$ cat src/rtl/qpsk_timing_tracker_pkg.sv
// Shared types and limits for the QPSK timing tracker.
// The optional error statistics are enabled with QPSK_TIMING_STATS_EN.
package qpsk_timing_pkg;

    localparam int unsigned REC_W = 16;

    // Error saturation limits, applied to the 17-bit signed difference
    localparam logic signed [16:0] ERR_SAT_POS = 17'sd32767;
    localparam logic signed [16:0] ERR_SAT_NEG = -17'sd32767;

    // Reset values of the running min/max statistics
    localparam logic signed [15:0] STAT_MIN_INIT = 16'sh7FFF;
    localparam logic signed [15:0] STAT_MAX_INIT = 16'sh8000;

    typedef struct packed {
        logic [REC_W-1:0] interval;
        logic [REC_W-1:0] error;
    } qpsk_rec_t;

    typedef enum logic [1:0] {
        ST_IDLE,
        ST_PRIMED,
        ST_TRACK
    } trk_state_t;

    // Clamp a 17-bit signed difference into the 16-bit error field
    function automatic logic [15:0] sat16(input logic signed [16:0] x);
        logic signed [16:0] y;
        y = x;
        if (x > ERR_SAT_POS) y = ERR_SAT_POS;
        if (x < ERR_SAT_NEG) y = ERR_SAT_NEG;
        return y[15:0];
    endfunction

endpackage

$ cat src/rtl/qpsk_timing_tracker_if.sv
// Record read port: head-of-FIFO record with valid/ready handshake.
interface qpsk_timing_tracker_if;

    logic [15:0] rec_interval;
    logic [15:0] rec_error;
    logic        rec_valid;
    logic        rec_ready;

    modport master (
        output rec_interval,
        output rec_error,
        output rec_valid,
        input  rec_ready
    );

    modport slave (
        input  rec_interval,
        input  rec_error,
        input  rec_valid,
        output rec_ready
    );

endinterface

$ cat src/rtl/qpsk_timing_tracker_rec_fifo.sv
// Small synchronous FIFO of interval/error records.
// A push while full is accepted only if a pop happens in the same cycle.
module qpsk_rec_fifo
    import qpsk_timing_pkg::*;
#(
    parameter int unsigned FIFO_DEPTH = 4
) (
    input  logic      clk,
    input  logic      rst_n,
    input  logic      push,
    input  logic      pop,
    input  qpsk_rec_t din,
    output qpsk_rec_t dout,
    output logic      full,
    output logic      empty
);

    localparam int unsigned AW = (FIFO_DEPTH > 1) ? $clog2(FIFO_DEPTH) : 1;

    qpsk_rec_t       mem [FIFO_DEPTH];
    logic [AW-1:0]   rd_ptr;
    logic [AW-1:0]   wr_ptr;
    logic [AW:0]     count;
    logic            push_ok_c;
    logic            pop_ok_c;

    assign full      = (count == (AW+1)'(FIFO_DEPTH));
    assign empty     = (count == '0);
    assign pop_ok_c  = pop && !empty;
    assign push_ok_c = push && (!full || pop_ok_c);
    assign dout      = mem[rd_ptr];

    // Storage, pointers and occupancy; depth is a power of two so pointers wrap naturally
    always_ff @(posedge clk or negedge rst_n) begin
        if (!rst_n) begin
            for (int unsigned i = 0; i < FIFO_DEPTH; i++) begin
                mem[i] <= '0;
            end
            rd_ptr <= '0;
            wr_ptr <= '0;
            count  <= '0;
        end else begin
            if (push_ok_c) begin
                mem[wr_ptr] <= din;
                wr_ptr      <= wr_ptr + AW'(1);
            end
            if (pop_ok_c) begin
                rd_ptr <= rd_ptr + AW'(1);
            end
            if (push_ok_c && !pop_ok_c) begin
                count <= count + (AW+1)'(1);
            end else if (pop_ok_c && !push_ok_c) begin
                count <= count - (AW+1)'(1);
            end
        end
    end

endmodule

$ cat src/rtl/qpsk_timing_tracker.sv
// QPSK timing tracker: measures CIC-pulse count per capture interval,
// tracks lock against the nominal rate and queues {interval, error} records.
// Optional feature macro: QPSK_TIMING_STATS_EN adds err_min/err_max outputs.
module qpsk_timing_tracker
    import qpsk_timing_pkg::*;
#(
    parameter int unsigned NOMINAL    = 39062,
    parameter int unsigned LOCK_TOL   = 4,
    parameter int unsigned LOCK_COUNT = 3,
    parameter int unsigned TIMEOUT    = 16777215,
    parameter int unsigned FIFO_DEPTH = 4
) (
    input  logic                       clk,
    input  logic                       rst_n,
    input  logic [15:0]                cic_pulse_counter,
    input  logic                       write,
    qpsk_timing_tracker_if.master      rec_if,
    output logic                       locked,
    output logic                       lost,
    output logic                       overflow
`ifdef QPSK_TIMING_STATS_EN
    ,
    output logic signed [15:0]         err_min,
    output logic signed [15:0]         err_max
`endif
);

    localparam int unsigned TO_W = $clog2(TIMEOUT + 1);
    localparam int unsigned LC_W = $clog2(LOCK_COUNT + 1);

    trk_state_t        state;
    logic              write_q;
    logic              cap_c;
    logic              cap_s1;
    logic              cap_s2;
    logic [15:0]       cnt_s2;
    logic [15:0]       prev;
    qpsk_rec_t         rec_s3;
    logic              push_s3;
    logic [TO_W-1:0]   idle_cnt;
    logic [LC_W-1:0]   tol_cnt;

    logic [15:0]       interval_c;
    logic signed [16:0] diff_c;
    logic [15:0]       err_c;
    logic [15:0]       err_abs_c;
    logic              in_tol_c;
    logic              pop_c;
    logic              push_acc_c;
    logic              full;
    logic              empty;
    qpsk_rec_t         head;

    assign cap_c      = write && !write_q;
    assign interval_c = cnt_s2 - prev;
    assign diff_c     = $signed({1'b0, interval_c}) - $signed(17'(NOMINAL));
    assign err_c      = sat16(diff_c);
    assign err_abs_c  = rec_s3.error[15] ? (~rec_s3.error + 16'd1) : rec_s3.error;
    assign in_tol_c   = (err_abs_c <= 16'(LOCK_TOL));
    assign pop_c      = rec_if.rec_valid && rec_if.rec_ready;
    assign push_acc_c = push_s3 && (!full || pop_c);

    // Edge detect and count capture pipeline (flag at N, count at N+1)
    always_ff @(posedge clk or negedge rst_n) begin
        if (!rst_n) begin
            write_q <= 1'b0;
            cap_s1  <= 1'b0;
            cap_s2  <= 1'b0;
            cnt_s2  <= '0;
        end else begin
            write_q <= write;
            cap_s1  <= cap_c;
            cap_s2  <= cap_s1;
            if (cap_s1) begin
                cnt_s2 <= cic_pulse_counter;
            end
        end
    end

    // Tracking FSM: interval/error at N+2, lock update with the push at N+3, timeout
    always_ff @(posedge clk or negedge rst_n) begin
        if (!rst_n) begin
            state    <= ST_IDLE;
            prev     <= '0;
            rec_s3   <= '0;
            push_s3  <= 1'b0;
            idle_cnt <= '0;
            tol_cnt  <= '0;
            locked   <= 1'b0;
            lost     <= 1'b0;
        end else begin
            push_s3 <= 1'b0;
            if (push_s3) begin
                if (in_tol_c) begin
                    if (tol_cnt != LC_W'(LOCK_COUNT)) begin
                        tol_cnt <= tol_cnt + LC_W'(1);
                    end
                    if (tol_cnt >= LC_W'(LOCK_COUNT - 1)) begin
                        locked <= 1'b1;
                    end
                end else begin
                    tol_cnt <= '0;
                    locked  <= 1'b0;
                end
            end
            case (state)
                ST_IDLE: begin
                    idle_cnt <= '0;
                    if (cap_s2) begin
                        prev  <= cnt_s2;
                        lost  <= 1'b0;
                        state <= ST_PRIMED;
                    end
                end
                default: begin
                    if (cap_s2) begin
                        prev            <= cnt_s2;
                        rec_s3.interval <= interval_c;
                        rec_s3.error    <= err_c;
                        push_s3         <= 1'b1;
                        lost            <= 1'b0;
                        state           <= ST_TRACK;
                    end
                    if (cap_c) begin
                        idle_cnt <= '0;
                    end else if (idle_cnt >= TO_W'(TIMEOUT - 1)) begin
                        state    <= ST_IDLE;
                        lost     <= 1'b1;
                        locked   <= 1'b0;
                        tol_cnt  <= '0;
                        idle_cnt <= '0;
                    end else begin
                        idle_cnt <= idle_cnt + TO_W'(1);
                    end
                end
            endcase
        end
    end

    // Sticky drop flag: record arrives while full and nothing is popped
    always_ff @(posedge clk or negedge rst_n) begin
        if (!rst_n) begin
            overflow <= 1'b0;
        end else if (push_s3 && full && !pop_c) begin
            overflow <= 1'b1;
        end
    end

`ifdef QPSK_TIMING_STATS_EN
    // Running min/max of accepted record errors
    always_ff @(posedge clk or negedge rst_n) begin
        if (!rst_n) begin
            err_min <= STAT_MIN_INIT;
            err_max <= STAT_MAX_INIT;
        end else if (push_acc_c) begin
            if ($signed(rec_s3.error) < err_min) err_min <= $signed(rec_s3.error);
            if ($signed(rec_s3.error) > err_max) err_max <= $signed(rec_s3.error);
        end
    end
`endif

    qpsk_rec_fifo #(
        .FIFO_DEPTH (FIFO_DEPTH)
    ) u_fifo (
        .clk   (clk),
        .rst_n (rst_n),
        .push  (push_s3),
        .pop   (pop_c),
        .din   (rec_s3),
        .dout  (head),
        .full  (full),
        .empty (empty)
    );

    assign rec_if.rec_valid    = !empty;
    assign rec_if.rec_interval = head.interval;
    assign rec_if.rec_error    = head.error;

endmodule

$ cat src/flat_wrapper.sv
// flat-port wrapper written by rule: the top's interface ports become plain ports
module qpsk_timing_tracker_flat import qpsk_timing_pkg::*;
#(
    parameter int unsigned NOMINAL    = 39062,
    parameter int unsigned LOCK_TOL   = 4,
    parameter int unsigned LOCK_COUNT = 3,
    parameter int unsigned TIMEOUT    = 16777215,
    parameter int unsigned FIFO_DEPTH = 4
)
  (clk, rst_n, cic_pulse_counter, write, locked, lost, overflow, rec_if_rec_interval, rec_if_rec_error, rec_if_rec_valid, rec_if_rec_ready);
  qpsk_timing_tracker_if rec_if_i ();
  input  logic clk;
  input  logic rst_n;
  input  logic [15:0] cic_pulse_counter;
  input  logic write;
  output logic locked;
  output logic lost;
  output logic overflow;
  output wire logic [$bits(rec_if_i.rec_interval)-1:0] rec_if_rec_interval;
  output wire logic [$bits(rec_if_i.rec_error)-1:0] rec_if_rec_error;
  output wire logic [$bits(rec_if_i.rec_valid)-1:0] rec_if_rec_valid;
  input wire logic [$bits(rec_if_i.rec_ready)-1:0] rec_if_rec_ready;
  assign rec_if_rec_interval = rec_if_i.rec_interval;
  assign rec_if_rec_error = rec_if_i.rec_error;
  assign rec_if_rec_valid = rec_if_i.rec_valid;
  assign rec_if_i.rec_ready = rec_if_rec_ready;
  qpsk_timing_tracker #(.NOMINAL(NOMINAL), .LOCK_TOL(LOCK_TOL), .LOCK_COUNT(LOCK_COUNT), .TIMEOUT(TIMEOUT), .FIFO_DEPTH(FIFO_DEPTH)) u_core (.clk(clk), .rst_n(rst_n), .cic_pulse_counter(cic_pulse_counter), .write(write), .rec_if(rec_if_i), .locked(locked), .lost(lost), .overflow(overflow));
endmodule
$ cat config.mk
export PLATFORM = sky130hd
export DESIGN_NAME = qpsk_timing_tracker_flat
export DESIGN_NICKNAME = d
export VERILOG_FILES = /design/src/rtl/qpsk_timing_tracker_pkg.sv /design/src/rtl/qpsk_timing_tracker_if.sv /design/src/rtl/qpsk_timing_tracker_rec_fifo.sv /design/src/rtl/qpsk_timing_tracker.sv /design/src/flat_wrapper.sv
export SDC_FILE = /design/constraint.sdc
export NUM_CORES = 1
export LEC_CHECK = 0
export ABC_AREA = 1
export CORE_UTILIZATION = 45
export CTS_CLUSTER_SIZE = 8
export DETAILED_ROUTE_END_ITERATION = 12
export GPL_TIMING_DRIVEN = 0
export SETUP_SLACK_MARGIN = 0.1
export SYNTH_ARGS = -nofsm -noshare
export SYNTH_HDL_FRONTEND = slang
export SYNTH_SLANG_ARGS = --single-unit
export TNS_END_PERCENT = 1
$ cat constraint.sdc
create_clock -name clk -period 2.7 [get_ports clk]
set_clock_uncertainty 0.2 [all_clocks]
set_input_delay 0.54 -clock clk [delete_from_list [all_inputs] [get_ports clk]]
set_output_delay 0.54 -clock clk [all_outputs]
set_load 0.005 [all_outputs]
Word-level counts from Yosys, hierarchy flattened
Cells that the tools add are included.
{"block": "classes", "n_addsub": 9, "magnitude_cmp": 8, "eq_ne": 3, "mux": 37, "bitwise_logic": 4, "reduce_logical": 20}
{"cell": "$bwmux 128", "n": 1}
{"cell": "$mux 32", "n": 3}
{"cell": "$mux 24", "n": 3}
{"cell": "$bmux 32 s2", "n": 1}
{"cell": "$demux 32 s2", "n": 1}
{"cell": "$mux 16", "n": 3}
{"cell": "$add 24x1->24 const B", "n": 1}
{"cell": "$ge 24x24->1 const B", "n": 1}
{"cell": "$mux 2", "n": 11}
{"cell": "$gt 17x16->1 const B", "n": 1}
{"cell": "$lt 17x16->1 const B", "n": 1}
{"cell": "$sub 16x16->17 const B", "n": 1}
{"cell": "$add 16x1->16 const B", "n": 1}
{"cell": "$le 16x3->1 const B", "n": 1}
{"cell": "$not 16->16", "n": 1}
{"cell": "$sub 16x16->16", "n": 1}
{"cell": "$mux 1", "n": 12}
{"cell": "$logic_and 1x1->1", "n": 9}
{"cell": "$add 2x1->2 const B", "n": 3}
{"cell": "$ge 3x3->1 const B", "n": 2}
{"cell": "$logic_not 1->1", "n": 6}
{"cell": "$mux 3", "n": 2}
{"cell": "$not 2->3", "n": 2}
{"cell": "$add 3x1->3 const B", "n": 1}
{"cell": "other kinds (12)", "n": 12}
{"block": "totals", "register_bits": 234, "in_bits": 20, "output_inout_bits": 36, "elab_cells": 106}

Longest topological paths before layout
Gate-level depths: netlist of the first run.
{"block": "logic_depth", "word_depth": 10, "ltp_mapped": 23, "mapped_depth_nobuf": 22}

By module
A second synthesis of the first run with hierarchy kept.
{"block": "unflattened", "hier_cells": 1540, "area_unflattened_um2": 12411.9}
{"mod": "qpsk_rec_fifo", "instances": 1, "cells_each": 802, "area_per_inst_um2": 6562.5, "seq_area_each_um2": 3378.2}
{"mod": "qpsk_timing_tracker", "instances": 1, "cells_each": 738, "area_per_inst_um2": 5849.4, "seq_area_each_um2": 2477.4}

Worst setup path before layout of the first run
No wires, ideal clock.
{"block": "synth_path", "kind": "register to register", "from": "reg u_core.prev[0]", "to": "reg u_core.rec_s3[11] in the netlist's numbering", "setup_time_ns": 0.118, "t_arrival_ns": 2.647, "required_ns": 2.382, "setup_slack_ns": -0.265, "stages_incl_launch_ff": 21, "path_buffers": 1, "period_less_slack_ns": 2.965, "path_cell_list": "dfrtp_1 > ha_1 > fa_1 > xnor2_1 > ha_1 > inv_1 > nand3_1 > nand2_1 > nand3_2 > nand2_4 > nand2_1 > nand2_1 > nand2_1 > nand2_1 > nor2_1 > nand3_1 > o21bai_4 > nand2_4 > buf_8 > nand3_1 > nand2_1"}
{"block": "synth_between", "elab_chain_cells": 5, "elab_cells_between_ends": 6, "cone_classes": "add/sub (2); order compare (2); mux (2)"}
{"element": "from (decl)", "line_no": "qpsk_timing_tracker.sv:37", "text": "logic [15:0] prev;"}
{"element": "from (signal assigned)", "line_no": "qpsk_timing_tracker.sv:110", "text": "prev <= cnt_s2;"}
{"element": "from (signal assigned)", "line_no": "qpsk_timing_tracker.sv:117", "text": "prev <= cnt_s2;"}
{"element": "$sub 16x16->16 (*)", "line_no": "qpsk_timing_tracker.sv:55", "text": "assign interval_c = cnt_s2 - prev;"}
{"element": "net u_core.interval_c[2]", "line_no": "qpsk_timing_tracker.sv:43", "text": "logic [15:0] interval_c;"}
{"element": "$sub 16x16->17 (*)", "line_no": "qpsk_timing_tracker.sv:56", "text": "assign diff_c = $signed({1'b0, interval_c}) - $signed(17'(NOMINAL));"}
{"element": "$gt 17x16->1", "line_no": "qpsk_timing_tracker_pkg.sv:30", "text": "if (x > ERR_SAT_POS) y = ERR_SAT_POS;"}
{"element": "$mux 16", "line_no": "qpsk_timing_tracker_pkg.sv:30"}
{"element": "$mux 16 (*)", "line_no": "qpsk_timing_tracker_pkg.sv:31", "text": "if (x < ERR_SAT_NEG) y = ERR_SAT_NEG;"}
{"element": "to (decl)", "line_no": "qpsk_timing_tracker.sv:38", "text": "qpsk_rec_t rec_s3;"}
The timed path passes the listed nets; every way through them passes the cells marked *.
A chain may end at the register's enable or synchronous reset.

Final worst setup path of the first run
{"block": "layout_path", "from": "reg u_core.prev[0]", "to": "reg u_core.rec_s3[8] in the netlist's numbering"}
{"block": "layout_between", "elab_chain_cells": 5, "elab_cells_between_ends": 6, "cone_classes": "add/sub (2); order compare (2); mux (2)"}
{"element": "$sub 16x16->16 (*)", "line_no": "qpsk_timing_tracker.sv:55"}
{"element": "$sub 16x16->17 (*)", "line_no": "qpsk_timing_tracker.sv:56"}
{"element": "$gt 17x16->1", "line_no": "qpsk_timing_tracker_pkg.sv:30"}
{"element": "$mux 16", "line_no": "qpsk_timing_tracker_pkg.sv:30"}
{"element": "$mux 16 (*)", "line_no": "qpsk_timing_tracker_pkg.sv:31"}
Mark *: on every way between the ends. The rest lies on a longest branch, timed or not.

==> out/results.tsv, run 1 <==
metric	value	unit
outcome	finished, violations left	
failed_checks	negative setup slack	
maxSlewViolCount	0	
critical_path_class	reg -> reg	
p_comb_frac	0.437	
antenna_cells	0	
core.rowCount	58	
muxShareOfSynthArea	0.1135	
viasPerCell	5.272	
cp_data_arrival_time	3290	ps
grt_use_total	0.2203	
rsz0062_at_grt	yes	
post_drt_wl_per_cell	16.24	um
leakage	6.600	nW
cts_tree	done	
p_per_area	1195	nW/um2
finalCritPeriodShare	1.154	
cts_root_buffer	clkbuf_16	
io_pins	56	
slew_headroom	0.4180	
worst_slew_pin_slew	873.0	ps
fmax	0.3211	GHz
reg2reg_from	u_core.prev[0]	
syn_area	11710	um2
ys_seq_elements	234	
reg2reg_depth	18	
hold_path.class	reg -> reg	
synth_top_area_cell	dfrtp_1	
cts_inserted_buffers	35	
maxCapViolCount	0	
crit_end	u_core.rec_s3[8]	
synth.avg_cell_area	9.232	um2
die-area	26660	um2
yosys-top-cells-count	nand2_1 (250), dfrtp_1 (234), nor2_1 (128)	
io_buffers	55	
synth.top_cell.area_share	0.5002	
drive_above_1_share	0.2589	
synth.net_count	1313	
crit_path_max_fanout	6	
die_x	163.3	um
drc	0	
core_area	25330	um2
place_area	12750	um2
internal_power	0.01056	W
cp-start-kind	flip-flop	
ys_warn_count	0	
layout.cells.non_filler	1709	
async_flop_share	1.000	
power.share.clock	0.224	
timing.rr.end	u_core.rec_s3[8]	
crit_start	u_core.prev[0]	
ys_seq_area_frac	0.5002	
ctsLongestPathBuffers	3	
synth_simple_gate_area_frac	0.1901	
synth_compound_area_frac	0.1024	
dr.pass1.iters	4	
hpwl	18.94	mm
crit_required	2880	ps
p_sw	0.006444	W
end_kind	flip-flop	
min_period	3115	ps
antenna_found_initial	0	
vias	9010	
yosys-top-cells-area	dfrtp_1 (50%), mux2_2 (11%), nand2_1 (8.0%)	
start_util	0.4622	
dp.cells	1654	
finalSetupViolCount	18	
clock-sinks	234	
synth_top_family_by_area	simple AND/OR/NAND/NOR gates	
h-tree-depth	2	
synth_ff_type	dfrtp_1	
setup_ws	-414.6	ps
utilization	0.5619	
hold_viol_final	0	
first_global_vias	9054	
syn2layout_area_growth	21.57	%
synthMostInstantiatedCell	nand2_1	
drt-total-wl	27.75	mm
clk_latency	500	ps
place_congestion	0.8170	
syn_inst	1268	
postLayoutCellArea	14230	um2
overflow	0	
rrSetupSlack	-410	ps
ant_nets	0	
synth_adder_area_share	0.02800	
yosysUniqueCellTypes	43	
final_nets	1422	
swShare	0.3789	
grt_max_degree	120	
drtIter0Drc	399	
synth_xor_area_frac	0.01197	
grt_first_pass_wirelength	46.69	mm
synth_edf_count	0	
seq_power_share	0.339	
die-height	163.3	um
ir_drop	0.0005462	V
cts.clk_slew.worst_paths	50	ps
critical path, stage by stage, from the launching register on:
cell      delay (ps)
dfrtp_1          390
ha_2             210
fa_2             420
inv_2            100
nand2_4           70
nand2_4           90
nand3_4           80
nand3_1          120
nand2_4          100
buf_4            150
xnor2_2          180
nand3_1          110
nor2_2           130
nand3_2          100
o21bai_4         170
nand2_4          110
buf_8            150
nand3_2           50
nand2_1           50
state kept, by name, indices dropped and copies added, names as in the netlist, 3 cells and up:
name / count
u_core.cnt_s2: 16
u_core.idle_cnt: 24
u_core.prev: 16
u_core.rec_s3: 32
u_core.u_fifo.count: 3
u_core.u_fifo.mem: 128
per-layer routing:
layer	up-vias	GRT usage	wire [um]
met5	-	0	0
met2	138	0.3615	12950
met3	40	0.02895	924
li1	4437	-	-
met4	0	0.05820	503
met1	4395	0.3060	13380
cells in the final DEF (no fill, tap or decap), types with 28 or more instances in the layout:
cell type and instances:
buf_2 28, inv_1 101, nand2_1 224, nand2_2 31, nand3_1 46, dfrtp_1 234, mux2_2 118, nor2_1 115
clkbuf_16 42, o21ai_0 90
worst min-delay path by stage:
stage / startpoint / slack (ps) / endpoint / cells past startpoint
2_1_floorplan: rst_n / 40 / u_core.cap_s1 / 0
3_3_place_gp: u_core.cap_s1 / 180 / u_core.cap_s2 / 0
3_5_place_dp: u_core.cap_s1 / 180 / u_core.cap_s2 / 0
4_1_cts: u_core.cap_s1 / 190 / u_core.cap_s2 / 0
5_1_grt: u_core.cap_s1 / 220 / u_core.cap_s2 / 0
6_report: u_core.cap_s1 / 180 / u_core.cap_s2 / 0
power by group through the flow:
stage,clock (W),sequential (W),combinational [W]
global route,0.00407,0.00595,0.00824
detailed placement,0,0.00575,0.00675
CTS,0.00393,0.00571,0.00711
finish,0.00381,0.00576,0.00744
global placement,0,0.00572,0.00664
floorplan,0,0.00543,0.00450
cells by family (layout without fill, tap and decap cells):
kind of cell | after synthesis | in the layout
AOI/OAI and AO/OA | 207 | 207
xor gates and xnor gates | 16 | 16
adders and majority gates | 25 | 25
buffers and inverters | 163 | 274
DFF | 234 | 234
muxes | 118 | 118
and+or+nand+nor | 505 | 505
per-stage QoR:
stage | setup WS [ps] | setup TNS, ps | total power (W) | hold WS, ps
6_report | -414.6 | -6345 | 0.01701 | 182.2
3_3_place_gp | -9307 | -2238990 | 0.01236 | 178.0
5_1_grt | -569.7 | -9202 | 0.01826 | 215.2
4_1_cts | -390.8 | -6331 | 0.01675 | 186.4
3_5_place_dp | -650.9 | -67910 | 0.01250 | 178.0
2_1_floorplan | -138.1 | -1419 | 0.009935 | 44.41
layout make-up:
| type | count | area [um2] |
|---|---|---|
| Inverter | 109 | 414.1 |
| Multi-Input combinational cell | 871 | 5615 |
| Tap cell | 330 | 412.9 |
| Clock buffer | 36 | 900.9 |
| Fill cell | 2319 | 11100 |
| Timing Repair Buffer | 72 | 591.8 |
| Sequential cell | 234 | 5856 |
| Buffer | 54 | 406.6 |
| Clock inverter | 3 | 33.78 |
what timing repair did:
item	4_1_cts	5_1_grt
endpoints found under the hold margin	106	0
setup buffers	7	7
setup endpoints to repair	101	163
gates cloned	1	0
pin swaps	25	45
resized for setup	198	81
hold buffers	1	0
(Power assumes the default switching activity.)
==> run 2, diff against run 1 <==
--- a/config.mk
+++ b/config.mk
@@ -6,10 +6,12 @@
 export NUM_CORES = 1
 export LEC_CHECK = 0
 export ABC_AREA = 1
+export CAP_MARGIN = 20
 export CORE_UTILIZATION = 45
 export CTS_CLUSTER_SIZE = 8
 export DETAILED_ROUTE_END_ITERATION = 12
 export GPL_TIMING_DRIVEN = 0
+export REMOVE_ABC_BUFFERS = 1
 export SETUP_SLACK_MARGIN = 0.1
 export SYNTH_ARGS = -nofsm -noshare
 export SYNTH_HDL_FRONTEND = slang
==> run 2 against run 1 <==
- design area is 2.4% higher
- register-to-register slack better by 20 ps
- cell count is 0.94% lower
- largest power group unchanged
- the run still ends with negative setup slack left
==> out/results.tsv, run 2 (same netlist as run 1, synthesis figures left out) <==
metric	value	unit	change
viasPerCell	5.276		was 5.272
fmax	0.3235	GHz	was 0.3211 GHz
grt_first_pass_wirelength	45.93	mm	was 46.69 mm
io_buffers	55		unchanged
dp.cells	1610		was 1654
fill_cells	2209		was 2319
post_drt_wl_per_cell	16.10	um	was 16.24 um
reg2reg_from	u_core.prev[0]		unchanged
die-height	163.3	um	unchanged
end_kind	flip-flop		unchanged
dr.pass1.iters	5		was 4
core_area	25330	um2	unchanged
cp_slowest_cell	dfrtp_1		was fa_2
leakage	6.683	nW	was 6.600 nW
maxCapViolCount	0		unchanged
drc	0		unchanged
ctsLongestPathBuffers	3		unchanged
rsz0062_at_grt	yes		unchanged
critical-path-top-delay-family	simple AND/OR/NAND/NOR gates		unchanged
cts_inserted_buffers	35		unchanged
cp_data_arrival_time	3280	ps	was 3290 ps
power.share.clock	0.217		was 0.224
cp-start-kind	flip-flop		unchanged
hpwl	17.03	mm	was 18.94 mm
worst_slew_pin_slew	715.9	ps	was 873.0 ps
utilization	0.5754		was 0.5619
drt-total-wl	27.26	mm	was 27.75 mm
h-tree-depth	2		unchanged
grt_use_total	0.2170		was 0.2203
finalPower	0.01752	W	was 0.01701 W
seq_area	5864	um2	was 5856 um2
whs	227.4	ps	was 182.2 ps
cpPeakStageDelay	400	ps	was 420 ps
swShare	0.3750		was 0.3789
antenna_found_initial	0		unchanged
start_util	0.4622		unchanged
finalCritPeriodShare	1.145		was 1.154
cpMostUsedCell	nand2_4		unchanged
ir_drop	0.0006167	V	was 0.0005462 V
grt_max_degree	115		was 120
drtIter0Drc	435		was 399
slew_headroom	0.5227		was 0.4180
p_comb_frac	0.453		was 0.437
finalSetupViolCount	25		was 18
core.rowCount	58		unchanged
cts.clk_slew.worst_paths	50	ps	about the same
clock-sinks	234		unchanged
seq_power_share	0.330		was 0.339
die-area	26660	um2	unchanged
maxSlewViolCount	0		unchanged
die_x	163.3	um	unchanged
min_period	3091	ps	was 3115 ps
critical_path_class	reg -> reg		unchanged
p_sw	0.006569	W	was 0.006444 W
outcome	finished, violations left		unchanged
place_area	12750	um2	about the same
io_pins	56		unchanged
layout.cells.non_filler	1693		was 1709
crit_path_max_fanout	8		was 6
ant_nets	0		unchanged
internal_power	0.01095	W	was 0.01056 W
hold_path.class	in -> async		was reg -> reg
top_regs	u_core.u_fifo.mem: 128 flops, u_core.rec_s3: 32 flops, u_core.idle_cnt: 24 flops		unchanged
place_congestion	0.8251		was 0.8170
first_global_vias	8966		was 9054
multiInputGateArea	5724	um2	was 5615 um2
antenna_cells	0		unchanged
hold_viol_final	0		unchanged
crit_start	u_core.prev[0]		unchanged
regMostFlops	u_core.u_fifo.mem		unchanged
path_cells	ha_4 -> fa_2 -> inv_2 -> nand2_4 -> nand2_4 -> nand3_4 -> nand2_4 -> nand2_2 -> nand2_4 -> buf_4 -> xnor2_2 -> nand3_1 -> nor2_2 -> nand3_2 -> o21bai_4 -> nand2_4 -> nand3_2 -> nand2_1		was ha_2 -> fa_2 -> inv_2 -> nand2_4 -> nand2_4 -> nand3_4 -> nand3_1 -> nand2_4 -> buf_4 -> xnor2_2 -> nand3_1 -> nor2_2 -> nand3_2 -> o21bai_4 -> nand2_4 -> buf_8 -> nand3_2 -> nand2_1
crit_required	2890	ps	was 2880 ps
vias	8932		was 9010
clk_latency	500	ps	about the same
final_common_cell	dfrtp_1		unchanged
setup_ws	-391.0	ps	was -414.6 ps
cts_root_buffer	clkbuf_16		unchanged
failed_checks	negative setup slack		unchanged
syn2layout_area_growth	24.49	%	was 21.57%
reg2reg_depth	18		unchanged
final_cell_mix	dfrtp_1 (231), nand2_1 (217), nor2_1 (118), mux2_2 (118), inv_1 (98)		was dfrtp_1 (234), nand2_1 (224), mux2_2 (118)
largest_reg_flops	128		unchanged
postLayoutCellArea	14570	um2	was 14230 um2
p_per_area	1202	nW/um2	was 1195 nW/um2
crit_buf_inv	2		was 3
cts_tree	done		unchanged
final_nets	1404		was 1422
overflow	0		unchanged
worst-path-stages	18		unchanged
drive_above_1_share	0.2619		was 0.2589
## run 2: cell count changes in the layout (fill, tap and decap cells not counted), moves of 7 or more
cell,previous run,this run
buf_4,18,29
buf_2,28,10
dlygate4sd2_1,0,8
clkbuf_2,16,1
clkdlybuf4s50_1,25,32
nand2_4,12,23
nand3_1,46,38
nand2_1,224,217
buf_16,2,10
clkbuf_1,17,2
## run 2: area by class of cell
cell class,instances,share of cell area
Clock inverter,3,0.002232
Sequential cell,234,0.4024
Timing Repair inverter,1,0.0006010
Multi-Input combinational cell,872,0.3928
Tap cell,330,0.02833
Clock buffer,38,0.06233
Timing Repair Buffer,106,0.08097
Inverter,109,0.03031
## run 2: power by group through the flow
stage	clock network [W]	registers, W	logic, W
after floorplan	0	0.00557	0.00416
after detailed placement	0	0.00586	0.00653
final	0.00381	0.00577	0.00793
after global placement	0	0.00596	0.00611
after CTS	0.00391	0.00576	0.00751
after global routing	0.00406	0.00597	0.00874
## run 2: through the flow
step | worst slack [ps] | setup TNS (ps)
after floorplan | -588.2 | -74060
after CTS | -345.9 | -7962
after global placement | -9286 | -2608820
after detailed placement | -752.4 | -64080
after global routing | -538.1 | -12090
final | -391.0 | -7439
## run 2: routing by layer
layer	vias to the layer above	routed length (um)	global-route usage
met3	43	840	0.03123
met5	-	0	0
li1	4406	-	-
met4	0	568	0.06712
met1	4361	12820	0.2917
met2	122	13030	0.3611
## run 2: what timing repair did
action	4_1_cts	5_1_grt
cloned	5	0
buffers inserted	28	8
endpoints found under the setup margin	118	140
hold buffers	1	0
pin swaps	36	44
resized for setup	132	78
hold endpoints to repair	57	0
## run 2: worst paths after layout
path / endpoint / slack, ps
worst max-delay path: u_core.rec_s3[1] / -390
worst min-delay path: u_core.cnt_s2[12] / 230
worst max register to register: u_core.rec_s3[1] / -390
worst min register to register: u_core.cap_s1 / 250
max in group asynchronous: u_core.u_fifo.rd_ptr[0] / 800
min in group clk: u_core.cap_s1 / 250
## run 2: worst register-to-register path, delay by kind of cell, from the launching register on
| family | cells | cell delay [ps] |
|---|---|---|
| xor gates and xnor gates | 1 | 130 |
| buffers and inverters | 2 | 240 |
| and+or+nand+nor | 12 | 1240 |
| DFF | 1 | 400 |
| AOI/OAI and AO/OA | 1 | 190 |
| adders and majority gates | 2 | 590 |
